### src/rtl/flappy_pkg.sv
// Shared definitions for the flappy obstacle field: run-state encoding,
// LFSR polynomial/seed and the VGA coordinate that marks a new frame.
package flappy_pkg;

    typedef enum logic [1:0] {
        ST_IDLE = 2'd0,
        ST_RUN  = 2'd1,
        ST_HALT = 2'd2
    } state_e;

    localparam logic [15:0] LFSR_POLY = 16'hB400;
    localparam logic [15:0] LFSR_SEED = 16'hACE1;

    localparam logic [9:0] VGA_ORIGIN_H = 10'd0;
    localparam logic [9:0] VGA_ORIGIN_V = 10'd0;

    // One right-shift step of a Galois LFSR; a non-zero state never reaches zero.
    function automatic logic [15:0] lfsr_next(input logic [15:0] s);
        return s[0] ? ((s >> 1) ^ LFSR_POLY) : (s >> 1);
    endfunction

endpackage

### src/rtl/wall_field_scroller_if.sv
// Bundle of the frame/control inputs and the column outputs of the scroller.
interface wall_field_scroller_if #(
    parameter int NUM_WALLS = 2,
    parameter int COORD_W   = 11,
    parameter int SCORE_W   = 8
);
    logic [9:0]                   h_counter;
    logic [9:0]                   v_counter;
    logic                         start;
    logic                         collide;
    logic [NUM_WALLS*COORD_W-1:0] wall_x;
    logic [NUM_WALLS*COORD_W-1:0] gap_top;
    logic [NUM_WALLS*COORD_W-1:0] gap_bot;
    logic [SCORE_W-1:0]           score;
    logic [4:0]                   speed;
    logic                         scored;
    logic [1:0]                   state;

    modport master (
        output h_counter, v_counter, start, collide,
        input  wall_x, gap_top, gap_bot, score, speed, scored, state
    );

    modport slave (
        input  h_counter, v_counter, start, collide,
        output wall_x, gap_top, gap_bot, score, speed, scored, state
    );
endinterface

### src/rtl/wall_lfsr.sv
// Free-running 16-bit Galois LFSR used to pick gap heights on respawn.
module wall_lfsr
    import flappy_pkg::*;
(
    input  logic        clk,
    input  logic        rst,
    output logic [15:0] lfsr
);
    logic [15:0] lfsr_q;
    logic [15:0] lfsr_d;

    // Advance one step every clock, whatever the game state.
    always_comb begin
        lfsr_d = lfsr_next(lfsr_q);
    end

    // State register, seeded on reset.
    always_ff @(posedge clk or negedge rst) begin
        if (!rst) begin
            lfsr_q <= LFSR_SEED;
        end else begin
            lfsr_q <= lfsr_d;
        end
    end

    assign lfsr = lfsr_q;
endmodule

### src/rtl/wall_field_scroller.sv
// Obstacle field: NUM_WALLS columns scrolling left once per divided frame,
// respawning with random gaps, scoring columns that pass the player and
// speeding up as the score grows. Start/collide drive IDLE/RUN/HALT.
module wall_field_scroller
    import flappy_pkg::*;
#(
    parameter int NUM_WALLS      = 2,
    parameter int COORD_W        = 11,
    parameter int SCREEN_W       = 800,
    parameter int WALL_W         = 40,
    parameter int SPACING        = 420,
    parameter int GAP_H          = 170,
    parameter int GAP_MIN_Y      = 100,
    parameter int GAP_RANGE_LOG2 = 7,
    parameter int FRAME_DIV      = 7,
    parameter int PLAYER_X       = 450,
    parameter int SPEED_INIT     = 5,
    parameter int SPEED_STEP     = 1,
    parameter int SPEED_MAX      = 15,
    parameter int SPEEDUP_LOG2   = 2,
    parameter int SCORE_W        = 8
) (
    input  logic                 clk,
    input  logic                 rst,
    wall_field_scroller_if.slave bus
);
    localparam int DIV_W     = (FRAME_DIV > 0) ? $clog2(FRAME_DIV + 1) : 1;
    localparam int SUM_W     = SCORE_W + 3;
    localparam int SCORE_MAX = (2 ** SCORE_W) - 1;

    if (SCREEN_W + (NUM_WALLS - 1) * SPACING >= 2 ** COORD_W) begin : g_chk_x
        $error("wall_field_scroller: initial wall positions exceed COORD_W");
    end
    if (GAP_MIN_Y + 2 ** GAP_RANGE_LOG2 + GAP_H >= 2 ** COORD_W) begin : g_chk_gap
        $error("wall_field_scroller: gap range exceeds COORD_W");
    end
    if (SPEED_MAX >= WALL_W) begin : g_chk_speed
        $error("wall_field_scroller: SPEED_MAX must be below WALL_W");
    end
    if (GAP_RANGE_LOG2 > 16) begin : g_chk_range
        $error("wall_field_scroller: GAP_RANGE_LOG2 exceeds LFSR width");
    end

    state_e               state_q, state_d;
    logic                 origin_q, origin_d;
    logic                 start_q, start_d;
    logic [DIV_W-1:0]     div_q, div_d;
    logic [COORD_W-1:0]   wall_x_q [NUM_WALLS];
    logic [COORD_W-1:0]   wall_x_d [NUM_WALLS];
    logic [COORD_W-1:0]   gap_top_q [NUM_WALLS];
    logic [COORD_W-1:0]   gap_top_d [NUM_WALLS];
    logic [SCORE_W-1:0]   score_q, score_d;
    logic [4:0]           speed_q, speed_d;
    logic                 scored_q, scored_d;

    logic [15:0]          lfsr;
    logic                 at_origin, frame_tick, start_rise, move;
    logic [COORD_W-1:0]   speed_ext;
    logic [NUM_WALLS-1:0] respawn, passes;
    logic [COORD_W-1:0]   moved_x [NUM_WALLS];
    logic [COORD_W-1:0]   spawn_gap [NUM_WALLS];
    logic [2:0]           pass_cnt;
    logic [SUM_W-1:0]     score_sum;
    logic [SCORE_W-1:0]   score_sat;
    logic [5:0]           speed_sum;
    logic [4:0]           speed_sat;
    logic                 speed_up;

    wall_lfsr u_lfsr (
        .clk  (clk),
        .rst  (rst),
        .lfsr (lfsr)
    );

    assign at_origin  = (bus.h_counter == VGA_ORIGIN_H) && (bus.v_counter == VGA_ORIGIN_V);
    assign frame_tick = at_origin && !origin_q;
    assign start_rise = bus.start && !start_q;
    assign speed_ext  = COORD_W'(speed_q);

    // Per-column candidate values for a move step; the gap draws a different
    // LFSR window per column, wrapping around the 16-bit register.
    for (genvar gi = 0; gi < NUM_WALLS; gi++) begin : g_wall
        localparam int OFF = (gi * GAP_RANGE_LOG2) % 16;
        logic [31:0]      lfsr_dbl;
        logic [COORD_W:0] old_edge;
        logic [COORD_W:0] new_edge;

        assign lfsr_dbl       = {lfsr, lfsr};
        assign respawn[gi]    = (wall_x_q[gi] <= speed_ext);
        assign moved_x[gi]    = wall_x_q[gi] - speed_ext;
        assign spawn_gap[gi]  = COORD_W'(GAP_MIN_Y) + COORD_W'(lfsr_dbl[OFF +: GAP_RANGE_LOG2]);
        assign old_edge       = {1'b0, wall_x_q[gi]} + (COORD_W + 1)'(WALL_W);
        assign new_edge       = {1'b0, moved_x[gi]} + (COORD_W + 1)'(WALL_W);
        assign passes[gi]     = !respawn[gi]
                              && (old_edge > (COORD_W + 1)'(PLAYER_X))
                              && (new_edge <= (COORD_W + 1)'(PLAYER_X));
    end

    // Flatten column registers onto the output buses.
    always_comb begin
        bus.wall_x  = '0;
        bus.gap_top = '0;
        bus.gap_bot = '0;
        for (int i = 0; i < NUM_WALLS; i++) begin
            bus.wall_x[i*COORD_W +: COORD_W]  = wall_x_q[i];
            bus.gap_top[i*COORD_W +: COORD_W] = gap_top_q[i];
            bus.gap_bot[i*COORD_W +: COORD_W] = gap_top_q[i] + COORD_W'(GAP_H);
        end
    end

    assign bus.score  = score_q;
    assign bus.speed  = speed_q;
    assign bus.scored = scored_q;
    assign bus.state  = state_q;

    // Score and speed that a move step would produce: passes are summed,
    // the score saturates, and speed bumps once when the upper score bits rise.
    always_comb begin
        pass_cnt = '0;
        for (int i = 0; i < NUM_WALLS; i++) begin
            pass_cnt = pass_cnt + 3'(passes[i]);
        end
        score_sum = SUM_W'(score_q) + SUM_W'(pass_cnt);
        score_sat = (score_sum > SUM_W'(SCORE_MAX)) ? SCORE_W'(SCORE_MAX) : score_sum[SCORE_W-1:0];
        speed_up  = (score_sat >> SPEEDUP_LOG2) > (score_q >> SPEEDUP_LOG2);
        speed_sum = 6'(speed_q) + 6'(SPEED_STEP);
        speed_sat = (speed_sum > 6'(SPEED_MAX)) ? 5'(SPEED_MAX) : speed_sum[4:0];
    end

    // Run-state machine, frame divider and move-step application.
    always_comb begin
        state_d   = state_q;
        origin_d  = at_origin;
        start_d   = bus.start;
        div_d     = div_q;
        wall_x_d  = wall_x_q;
        gap_top_d = gap_top_q;
        score_d   = score_q;
        speed_d   = speed_q;
        scored_d  = 1'b0;
        move      = 1'b0;

        case (state_q)
            ST_IDLE: begin
                if (start_rise) begin
                    state_d = ST_RUN;
                    div_d   = '0;
                end
            end
            ST_RUN: begin
                if (bus.collide) begin
                    state_d = ST_HALT;
                end else if (frame_tick) begin
                    if (div_q == DIV_W'(FRAME_DIV)) begin
                        div_d = '0;
                        move  = 1'b1;
                    end else begin
                        div_d = div_q + DIV_W'(1);
                    end
                end
            end
            ST_HALT: begin
                if (start_rise) begin
                    state_d = ST_IDLE;
                    div_d   = '0;
                    score_d = '0;
                    speed_d = 5'(SPEED_INIT);
                    for (int i = 0; i < NUM_WALLS; i++) begin
                        wall_x_d[i]  = COORD_W'(SCREEN_W + i * SPACING);
                        gap_top_d[i] = COORD_W'(GAP_MIN_Y);
                    end
                end
            end
            default: state_d = ST_IDLE;
        endcase

        if (move) begin
            for (int i = 0; i < NUM_WALLS; i++) begin
                if (respawn[i]) begin
                    wall_x_d[i]  = COORD_W'(SCREEN_W);
                    gap_top_d[i] = spawn_gap[i];
                end else begin
                    wall_x_d[i]  = moved_x[i];
                end
            end
            score_d  = score_sat;
            scored_d = (pass_cnt != 3'd0);
            if (speed_up) begin
                speed_d = speed_sat;
            end
        end
    end

    // State registers; reset restores the initial field immediately.
    always_ff @(posedge clk or negedge rst) begin
        if (!rst) begin
            state_q  <= ST_IDLE;
            origin_q <= 1'b0;
            start_q  <= 1'b0;
            div_q    <= '0;
            score_q  <= '0;
            speed_q  <= 5'(SPEED_INIT);
            scored_q <= 1'b0;
            for (int i = 0; i < NUM_WALLS; i++) begin
                wall_x_q[i]  <= COORD_W'(SCREEN_W + i * SPACING);
                gap_top_q[i] <= COORD_W'(GAP_MIN_Y);
            end
        end else begin
            state_q   <= state_d;
            origin_q  <= origin_d;
            start_q   <= start_d;
            div_q     <= div_d;
            score_q   <= score_d;
            speed_q   <= speed_d;
            scored_q  <= scored_d;
            wall_x_q  <= wall_x_d;
            gap_top_q <= gap_top_d;
        end
    end

endmodule
### src/flat_wrapper.sv
// flat-port wrapper written by rule: the top's interface ports become plain ports
module wall_field_scroller_flat import flappy_pkg::*;
#(
    parameter int NUM_WALLS      = 2,
    parameter int COORD_W        = 11,
    parameter int SCREEN_W       = 800,
    parameter int WALL_W         = 40,
    parameter int SPACING        = 420,
    parameter int GAP_H          = 170,
    parameter int GAP_MIN_Y      = 100,
    parameter int GAP_RANGE_LOG2 = 7,
    parameter int FRAME_DIV      = 7,
    parameter int PLAYER_X       = 450,
    parameter int SPEED_INIT     = 5,
    parameter int SPEED_STEP     = 1,
    parameter int SPEED_MAX      = 15,
    parameter int SPEEDUP_LOG2   = 2,
    parameter int SCORE_W        = 8
)
  (clk, rst, bus_h_counter, bus_v_counter, bus_start, bus_collide, bus_wall_x, bus_gap_top, bus_gap_bot, bus_score, bus_speed, bus_scored, bus_state);
  wall_field_scroller_if #(.NUM_WALLS(NUM_WALLS), .COORD_W(COORD_W), .SCORE_W(SCORE_W)) bus_i ();
  input  logic clk;
  input  logic rst;
  input wire logic [$bits(bus_i.h_counter)-1:0] bus_h_counter;
  input wire logic [$bits(bus_i.v_counter)-1:0] bus_v_counter;
  input wire logic [$bits(bus_i.start)-1:0] bus_start;
  input wire logic [$bits(bus_i.collide)-1:0] bus_collide;
  output wire logic [$bits(bus_i.wall_x)-1:0] bus_wall_x;
  output wire logic [$bits(bus_i.gap_top)-1:0] bus_gap_top;
  output wire logic [$bits(bus_i.gap_bot)-1:0] bus_gap_bot;
  output wire logic [$bits(bus_i.score)-1:0] bus_score;
  output wire logic [$bits(bus_i.speed)-1:0] bus_speed;
  output wire logic [$bits(bus_i.scored)-1:0] bus_scored;
  output wire logic [$bits(bus_i.state)-1:0] bus_state;
  assign bus_i.h_counter = bus_h_counter;
  assign bus_i.v_counter = bus_v_counter;
  assign bus_i.start = bus_start;
  assign bus_i.collide = bus_collide;
  assign bus_wall_x = bus_i.wall_x;
  assign bus_gap_top = bus_i.gap_top;
  assign bus_gap_bot = bus_i.gap_bot;
  assign bus_score = bus_i.score;
  assign bus_speed = bus_i.speed;
  assign bus_scored = bus_i.scored;
  assign bus_state = bus_i.state;
  wall_field_scroller #(.NUM_WALLS(NUM_WALLS), .COORD_W(COORD_W), .SCREEN_W(SCREEN_W), .WALL_W(WALL_W), .SPACING(SPACING), .GAP_H(GAP_H), .GAP_MIN_Y(GAP_MIN_Y), .GAP_RANGE_LOG2(GAP_RANGE_LOG2), .FRAME_DIV(FRAME_DIV), .PLAYER_X(PLAYER_X), .SPEED_INIT(SPEED_INIT), .SPEED_STEP(SPEED_STEP), .SPEED_MAX(SPEED_MAX), .SPEEDUP_LOG2(SPEEDUP_LOG2), .SCORE_W(SCORE_W)) u_core (.clk(clk), .rst(rst), .bus(bus_i));
endmodule
### config.mk
export PLATFORM = sky130hd
export DESIGN_NAME = wall_field_scroller_flat
export DESIGN_NICKNAME = d
export VERILOG_FILES = /design/src/rtl/flappy_pkg.sv /design/src/rtl/wall_field_scroller_if.sv /design/src/rtl/wall_lfsr.sv /design/src/rtl/wall_field_scroller.sv /design/src/flat_wrapper.sv
export SDC_FILE = /design/constraint.sdc
export NUM_CORES = 1
export LEC_CHECK = 0
export BUFFER_PORTS_ARGS = -buffer_cell sky130_fd_sc_hd__buf_2
export CORE_ASPECT_RATIO = 1.4
export CORE_MARGIN = 2
export CORE_UTILIZATION = 55
export DETAILED_ROUTE_END_ITERATION = 10
export GPL_ROUTABILITY_DRIVEN = 0
export PLACE_DENSITY = 0.8
export SLEW_MARGIN = 20
export SYNTH_ARGS = -nofsm -noshare
export SYNTH_HDL_FRONTEND = slang
export SYNTH_HIERARCHICAL = 1
export SYNTH_SLANG_ARGS = --single-unit
### constraint.sdc
create_clock -name clk -period 8.3 [get_ports clk]
set_input_delay 1.66 -clock clk [delete_from_list [all_inputs] [get_ports clk]]
set_output_delay 1.66 -clock clk [all_outputs]
set_load 0.005 [all_outputs]
After elaboration in Yosys (flattened, before gate mapping)
Index checks and enable logic that the tools add are counted.
Widths: inputs -> output; s select.
- register bits after elaboration: 81
- latch bits: 0
- RAM bits: 0
- memory bits (read-only): 0
- bits of input ports: 24
- output and inout port bits: 82
- memories: 0
- add/sub/neg operators: 14
- $mul: 0
- div/mod/pow operators: 0
- magnitude comparators: 9
- equality and inequality tests: 9
- shifts and indexed selects: 0
- mux-type cells: 34
- bitwise operators: 1
- reductions and logical operators: 22
- operator list (operator ; count):
    $mux 22 ; 6
    $add 11x6->12 const B ; 4
    $mux 11 ; 4
    $mux 8 ; 4
    $mux 5 ; 5
    $gt 12x9->1 const B ; 2
    $le 12x9->1 const B ; 2
    $add 11x8->11 const B ; 2
    $le 11x5->1 ; 2
    $sub 11x5->11 ; 2
    $logic_not 10->1 ; 2
    $add 7x7->8 const A ; 2
    $mux 16 ; 1
    $mux 3 ; 4
    $gt 11x8->1 const B ; 1
    $add 8x3->9 ; 1
    $ne 2x1->1 const B ; 4
    $logic_and 1x1->1 ; 7
    $add 5x1->6 const B ; 1
    $gt 6x4->1 const B ; 1
    $gt 6x6->1 ; 1
    $mux 2 ; 3
    $pmux 2 s3 ; 1
    $pmux 3 s2 ; 1
    16 further kinds ; 26

Depth between registers and ports, before layout
Gate-level depths: netlist (run 1).
- depth in word-level cells: 11
- depth in mapped cells: 29
- depth with buffers taken out: 29

Cells and area by module
The synthesis (run 1) kept the hierarchy.
- modules (own cells, without submodules) (module ; times used ; cells each ; area an instance (um2) ; sequential area each (um2)):
    wall_field_scroller ; 1 ; 576 ; 4894.7 ; 1645.3
    wall_lfsr ; 1 ; 32 ; 534.3 ; 410.4

Worst setup path after synthesis (run 1)
OpenSTA, ideal clock, no wires.
- kind: reg2reg
- from: reg u_core.wall_x_q (netlist bit u_core/bus.wall_x[0])
- to: reg u_core.speed_q[3] (netlist: u_core/bus.speed[3])
- library setup time: 104 ps
- arrival time: 5509 ps
- data required time: 8196 ps
- path slack: 2687 ps
- stages on the path, launching flop included: 28
- clock period less this slack: 5613 ps
- path through: dfrtp_1 -> inv_1 -> ha_1 -> fa_1 -> nand2b_1 -> a21oi_1 -> xor2_1 -> ha_1 -> or4b_2 -> o311a_1 -> o211ai_1 -> a21o_1 -> or3b_4 -> xnor2_2 -> o2111a_1 -> ha_1 -> ha_1 -> fa_1 -> nand2_1 -> nor2_1 -> nand3_1 -> nand2_1 -> ha_1 -> o21ai_1 -> o21bai_1 -> a31oi_2 -> a21oi_1 -> a221oi_1
- word-level cells in the longest chain between the ends: 11
- elaborated cells between the ends (all ways): 16
- classes of those cells: add/sub (5); order compare (5); mux (3); reduce/logical (3)
- ends and longest elaborated chain (element ; line ; RTL):
    start, declared ; wall_field_scroller.sv:48 ; logic [COORD_W-1:0] wall_x_q [NUM_WALLS];
    start signal, assigned by index ; wall_field_scroller.sv:205 ; wall_x_q[i] <= COORD_W'(SCREEN_W + i * SPACING);
    start signal, assigned ; wall_field_scroller.sv:216 ; wall_x_q <= wall_x_d;
    $sub 11x5->11 (tied with other cells) ; wall_field_scroller.sv:90 ; assign moved_x[gi] = wall_x_q[gi] - speed_ext;
    $add 11x6->12 (tied with other cells) ; wall_field_scroller.sv:93 ; assign new_edge = {1'b0, moved_x[gi]} + (COORD_W + 1)'(WALL_W);
    $le 12x9->1 or $logic_and 1x1->1 (tied branches) ; wall_field_scroller.sv:96, wall_field_scroller.sv:95 ;
    $logic_and 1x1->1 (*) ; wall_field_scroller.sv:96 ; && (new_edge <= (COORD_W + 1)'(PLAYER_X));
    $add 1x1->2 (*) ; wall_field_scroller.sv:121 ; pass_cnt = pass_cnt + 3'(passes[i]);
    $add 8x3->9 (*) ; wall_field_scroller.sv:123 ; score_sum = SUM_W'(score_q) + SUM_W'(pass_cnt);
    $gt 11x8->1 ; wall_field_scroller.sv:124 ; score_sat = (score_sum > SUM_W'(SCORE_MAX)) ? SCORE_W'(SCORE_MAX) : score_sum[SCORE_W-1:0];
    $mux 8 (*) ; wall_field_scroller.sv:124 ;
    $gt 6x6->1 (*) ; wall_field_scroller.sv:125 ; speed_up = (score_sat >> SPEEDUP_LOG2) > (score_q >> SPEEDUP_LOG2);
    $mux 5 (*) ; wall_field_scroller.sv:188 ; if (speed_up) begin
    $mux 5 (*) ; wall_field_scroller.sv:177 ; if (move) begin
    via u_core.speed_d[3] ; wall_field_scroller.sv:53 ; logic [4:0] speed_q, speed_d;
    end signal, assigned ; wall_field_scroller.sv:202 ; speed_q <= 5'(SPEED_INIT);
    end signal, assigned ; wall_field_scroller.sv:214 ; speed_q <= speed_d;
    end, declared ; wall_field_scroller.sv:53 ;
Mark *: on every way through the listed nets, which the timed path passes. The rest lies on a longest branch.
A chain may end at the register's enable or synchronous reset.

Worst setup path in the final report (run 1)
- from: reg u_core.speed_q[2] (netlist: u_core/bus.speed[2])
- to: reg u_core.speed_q[3] (netlist: u_core/bus.speed[3])
- word-level cells in the longest chain between the ends: 11
- elaborated cells between the ends (all ways): 24
- classes of those cells: add/sub (7); order compare (7); mux (4); reduce/logical (6)
- ends and longest elaborated chain (element ; line):
    $sub 11x5->11 or $le 11x5->1 (tied branches) ; wall_field_scroller.sv:90, wall_field_scroller.sv:89
    $add 11x6->12 or $logic_not 1->1 (tied branches) ; wall_field_scroller.sv:93, wall_field_scroller.sv:94
    $le 12x9->1 or $logic_and 1x1->1 (tied branches) ; wall_field_scroller.sv:96, wall_field_scroller.sv:95
    $logic_and 1x1->1 ; wall_field_scroller.sv:96
    $add 1x1->2 ; wall_field_scroller.sv:121
    $add 8x3->9 ; wall_field_scroller.sv:123
    $gt 11x8->1 ; wall_field_scroller.sv:124
    $mux 8 ; wall_field_scroller.sv:124
    $gt 6x6->1 ; wall_field_scroller.sv:125
    $mux 5 (*) ; wall_field_scroller.sv:188
    $mux 5 (*) ; wall_field_scroller.sv:177
    via u_core.speed_d[3] ; wall_field_scroller.sv:53
Marked as above.

==> results.cfg, run 1 <==
[placed_design]
place_ws_ns = 2.03
placed_cells = 808
dp_hpwl_microns = 9870
io_buffers = 105

[sta]
slew_headroom_pct = 31.2
max_slew.worst_pin.slew_ns = 1.03
layout_min_cycle_time_ns = 6.62
setup_tns_ns = 0
fin_crit_sh_pct = 79.8
setup_violations = 0
slew_violations = 0
rsz0062_at_grt = no
setup_slack_ns = 1.68
fmax_ghz = 0.151
finalHoldViolations = 0
fin_skew_ns = 0.00713

[clocking]
cts_hold_buf = 0
tritoncts = done
cts.path.max_buffers = 2
cts.clk_slew.worst_paths_ns = 0.07
cts_root_buf = clkbuf_16
cts_buffers = 9
clock_latency_ns = 0.34
cts.htree.levels = 3
post_cts_buffers = 0
cts.sinks = 81
ctsResizeCount = 0

[logic_synthesis]
synth_cells = 607
syn_area_per_cell_sq_um = 8.93
syn_nets = 661
syn_area_sq_um = 5420
ys.warnings.count = 6

[route]
drc = 0
postRouteAntennaNets = 0
first_pass_iters = 5
wl_microns = 14000
via_count = 5024
vias_per_cell = 6.09
avgRoutedWirePerCell_microns = 17.0
first_iter_violations = 348

[finish]
final_cells = 825
drive_above_1_share_pct = 24.0
layout.nets = 742
area_growth_pct = 15.4
antennaDiodeCount = 0

[setup_path]
critical_path_class = flip-flop to flip-flop
cp-end-kind = flip-flop
crit_fanout = 9
max_stage_delay_ns = 0.61
critPathRequiredTime_ns = 8.52
path_delay_family = compound AO/OA/AOI/OAI gates
path_common_cell = ha_1
critPathLaunchType = flip-flop
critPathSlowestCell = dfstp_2
cp.arrival_ns = 6.84
path_buf_inv = 1

[floorplanning]
dieArea_sq_um = 10700
rows = 42
start_util_pct = 57.0
die_y_microns = 121
core_area_sq_um = 9510
die_width_microns = 87.9
io_pins = 106

[power]
cellLeakagePower_nw = 2.89
ir_drop_uv = 179
pwr_density_cell_nw_per_um2 = 292

[grt]
overflow = 0
grt_use_total_pct = 27.0
grt_pass1_wl_microns = 22700
grt_max_degree = 82
grt_pass1_vias = 4856
antenna_found_initial = 0

[run_status]
status = finished, final reports clean

[min_path]
min_path_type = flip-flop to flip-flop

[flow_run]
drv_cap = 0
==> power breakdown <==
part	switching [W]	internal [W]	leakage, nW	total, W
Combinational	0.000491	0.000366	1.71	0.000857
Clock	0.000185	0.000212	0.139	0.000396
Sequential	0.0000957	0.000477	1.04	0.000572
Total	0.000772	0.00105	2.89	0.00183
==> cells in the final DEF, fill, tap and decap left out, types with 11 or more instances in the layout <==
master,instances
ha_1,27
o21ai_1,14
dfstp_2,23
nand3_1,27
o21ai_0,38
nor3_1,19
dfrtp_1,58
and3_1,11
nand2_1,51
buf_2,104
nor2_1,34
inv_1,30
xor2_1,15
xnor2_1,24
a21oi_1,37
==> final cells by class <==
class                           count  area (sq um)
Fill cell                         769          3260
Multi-Input combinational cell    457          3060
Sequential cell                    81          2060
Timing Repair Buffer              107           563
Clock buffer                        9           225
Tap cell                          132           165
Inverter                           32           120
Clock inverter                      7          71.3
==> through the flow <==
step	utilization, %	hold WS (ns)	instance area [sq um]	total power [W]
2_1_floorplan	-	0.354	5420	0.00114
3_5_place_dp	62.4	0.358	5930	0.00140
3_3_place_gp	62.4	0.359	5930	0.00137
6_report	65.8	0.366	6260	0.00183
4_1_cts	65.5	0.363	6230	0.00181
5_1_grt	65.8	0.365	6260	0.00193
==> path summary, 6_finish.rpt <==
| path | from | to | slack (ns) | depth (start not counted) |
|---|---|---|---|---|
| worst max-delay path | u_core/bus.speed[2] | u_core/bus.speed[3] | 1.68 | 26 |
| worst min-delay path | u_core/u_lfsr/lfsr[7] | u_core/u_lfsr/lfsr[6] | 0.37 | 0 |
| worst max register to register | u_core/bus.speed[2] | u_core/bus.speed[3] | 1.68 | 26 |
| worst min register to register | u_core/u_lfsr/lfsr[7] | u_core/u_lfsr/lfsr[6] | 0.37 | 0 |
| max in group asynchronous | rst | u_core/bus.wall_x[17] | 6.48 | 2 |
| min in group asynchronous | rst | u_core/bus.gap_top[1] | 1.19 | 1 |
==> sequential cells by signal, summed over array words and instances (netlist names) <==
name	count
u_core/bus.score	8
u_core/bus.scored	1
u_core/origin_q	1
u_core/start_q	1
u_core/bus.wall_x	22
u_core/div_q	3
u_core/bus.gap_top	22
u_core/u_lfsr/lfsr	16
u_core/bus.state	2
u_core/bus.speed	5
==> worst register-to-register path, stage by stage (launching register included) <==
cell	delay, ns
dfstp_2	0.61
inv_1	0.10
ha_1	0.41
nor2_1	0.09
a21oi_1	0.19
xor2_1	0.43
ha_1	0.33
or4b_2	0.15
o311a_1	0.15
o211ai_1	0.11
a21o_1	0.21
or3b_4	0.43
xnor2_2	0.15
o2111a_1	0.26
ha_1	0.24
ha_1	0.21
fa_1	0.46
nand2_1	0.19
nor2_1	0.10
nand3_1	0.15
nand2_1	0.09
ha_1	0.30
o21ai_1	0.10
o21bai_1	0.20
a31oi_2	0.43
a21oi_1	0.10
a221oi_1	0.32
==> routing by layer <==
| layer | global-route usage (%) | up-vias | wire length, microns |
|---|---|---|---|
| met5 | 0 | - | 0 |
| met4 | 14.6 | 0 | 538 |
| met3 | 3.20 | 49 | 771 |
| met2 | 46.2 | 221 | 7190 |
| met1 | 32.6 | 2414 | 5510 |
| li1 | - | 2340 | - |
(Power assumes the default switching activity.)
==> run 2: changes to the inputs <==
--- a/config.mk
+++ b/config.mk
@@ -5,6 +5,7 @@
 export SDC_FILE = /design/constraint.sdc
 export NUM_CORES = 1
 export LEC_CHECK = 0
+export ABC_AREA = 1
 export BUFFER_PORTS_ARGS = -buffer_cell sky130_fd_sc_hd__buf_2
 export CORE_ASPECT_RATIO = 1.4
 export CORE_MARGIN = 2
==> constraint.sdc (replaced) <==
create_clock -name clk -period 6.6 [get_ports clk]
set_input_delay 1.32 -clock clk [delete_from_list [all_inputs] [get_ports clk]]
set_output_delay 1.32 -clock clk [all_outputs]
set_load 0.005 [all_outputs]
==> results.cfg, run 2 <==
[route]
vias_per_cell = 5.55
first_pass_iters = 7
drc = 0
postRouteAntennaNets = 0
wl_microns = 14100
avgRoutedWirePerCell_microns = 14.9
via_count = 5230
first_iter_violations = 336

[min_path]
holdPathEnd = u_core/u_lfsr/lfsr[6]
min_path_type = flip-flop to flip-flop
hold_depth = 0
min_from = u_core/u_lfsr/lfsr[7]

[setup_path]
r2r_start = u_core/bus.speed[0]
cp.arrival_ns = 5.84
cp-end-kind = flip-flop
timing.rr.end = u_core/bus.speed[0]
critPathLaunchType = flip-flop
max_stage_delay_ns = 0.59
critPathSlowestCell = dfstp_2
rr_worst_depth = 37
crit_fanout = 7
reg2reg_setup_slack_ns = 1.02
path_common_cell = nand2_1
critical_path_class = flip-flop to flip-flop
critPathRequiredTime_ns = 6.86

[grt]
grt_max_degree = 82
antenna_found_initial = 0
grt_pass1_vias = 5011
grt_pass1_wl_microns = 22900
grt_use_total_pct = 27.5
overflow = 0

[finish]
area_growth_pct = 15.5
drive_above_1_share_pct = 21.2
layout_commonest_cell = nand2_1
layout.nets = 860
antennaDiodeCount = 0
fill_cells = 807
most-common-layout-cells = nand2_1 (162), inv_1 (113), buf_2 (104), nand3_1 (61), dfrtp_1 (58)

[sta]
fin_skew_ns = 0.00918
setup_tns_ns = 0
slew_headroom_pct = 37.6
fin_crit_sh_pct = 84.5
rsz0062_at_grt = no
slew_violations = 0
setup_violations = 0
fmax_ghz = 0.179
finalHoldViolations = 0
hold_slack_ns = 0.374
max_slew.worst_pin.slew_ns = 0.933
layout_min_cycle_time_ns = 5.58

[clocking]
ctsResizeCount = 0
cts_hold_buf = 0
cts.sinks = 81
cts_buffers = 9
cts_root_buf = clkbuf_16
tritoncts = done
cts.path.max_buffers = 2
clock_latency_ns = 0.34
cts.htree.levels = 3
cts.clk_slew.worst_paths_ns = 0.06
post_cts_buffers = 0

[logic_synthesis]
syn_nets = 768
syn_area_per_cell_sq_um = 7.59
ys.warnings.count = 6
syn_area_sq_um = 5420
synth_cells = 714

[placed_design]
io_buffers = 105
dp_hpwl_microns = 10400

[floorplanning]
core_area_sq_um = 9510
die_y_microns = 121
rows = 42
start_util_pct = 57.0
dieArea_sq_um = 10700
io_pins = 106
die_width_microns = 87.9

[flow_run]
drv_cap = 0

[run_status]
status = finished, final reports clean

[power]
pwr_density_cell_nw_per_um2 = 408
cellLeakagePower_nw = 3.35
ir_drop_uv = 264
p_total_w = 0.00255
## run 2: changes by cell type in the layout (fill, tap and decap cells not counted), moves of 9 or more
cell,before,now
and3_1,11,0
inv_1,30,113
nand2_1,51,162
nand3_1,27,61
nand4_1,6,15
nor2_1,34,57
nor2b_1,10,0
nor3_1,19,4
o21a_1,10,1
o21ai_0,38,27
o21ai_1,14,4
o22ai_1,1,13
xnor2_1,24,6
xor2_1,15,26
## run 2: report_power, final
| part | switching, W | internal [W] |
|---|---|---|
| Combinational | 0.000804 | 0.000494 |
| Clock | 0.000200 | 0.000304 |
| Sequential | 0.000135 | 0.000616 |
## run 2: worst max path at each step
stage	from	to	slack, ns	cells after the start
global route	u_core/bus.speed[0]	u_core/bus.speed[0]	0.48	37
global placement	u_core/bus.speed[0]	u_core/bus.speed[0]	1.27	37
floorplan	u_core/bus.speed[0]	u_core/bus.speed[0]	1.58	37
finish	u_core/bus.speed[0]	u_core/bus.speed[0]	1.02	37
CTS	u_core/bus.speed[0]	u_core/bus.speed[0]	1.04	37
detailed placement	u_core/bus.speed[0]	u_core/bus.speed[0]	1.07	37
## run 2: layout make-up
type | instances | area [sq um] | share of cell area (%)
multi-input combinational | 491 | 2760 | 44.1
clock buffer | 10 | 239 | 3.82
clock inverter | 6 | 65.1 | 1.04
timing repair buffer | 105 | 532 | 8.50
tap | 132 | 165 | 2.64
inverter | 118 | 443 | 7.08
sequential | 81 | 2060 | 32.9
## run 2: metrics by stage
step,instances,worst slack [ns],utilization (%),instance area (sq um)
2_1_floorplan,714,1.58,-,5420
3_3_place_gp,927,1.27,62.5,5950
3_5_place_dp,927,1.07,62.5,5950
4_1_cts,943,1.04,65.7,6250
5_1_grt,943,0.480,65.8,6260
6_report,943,1.02,65.8,6260
## run 2: metal layers
metal	vias up	routed length [microns]	GRT usage [%]
met1	2456	5100	30.4
li1	2496	-	-
met4	0	675	17.2
met5	-	0	0
met3	51	823	3.40
met2	227	7460	48.6
## run 2: critical path, delay by kind of cell, from the launching register on
kind / cells / cell delay [ns]
adder cells (fa/ha/maj): 7 / 1.98
AND/OR/NAND/NOR: 19 / 1.62
AO/OA/AOI/OAI: 6 / 0.91
flip-flops: 1 / 0.59
buffers and inverters: 5 / 0.40
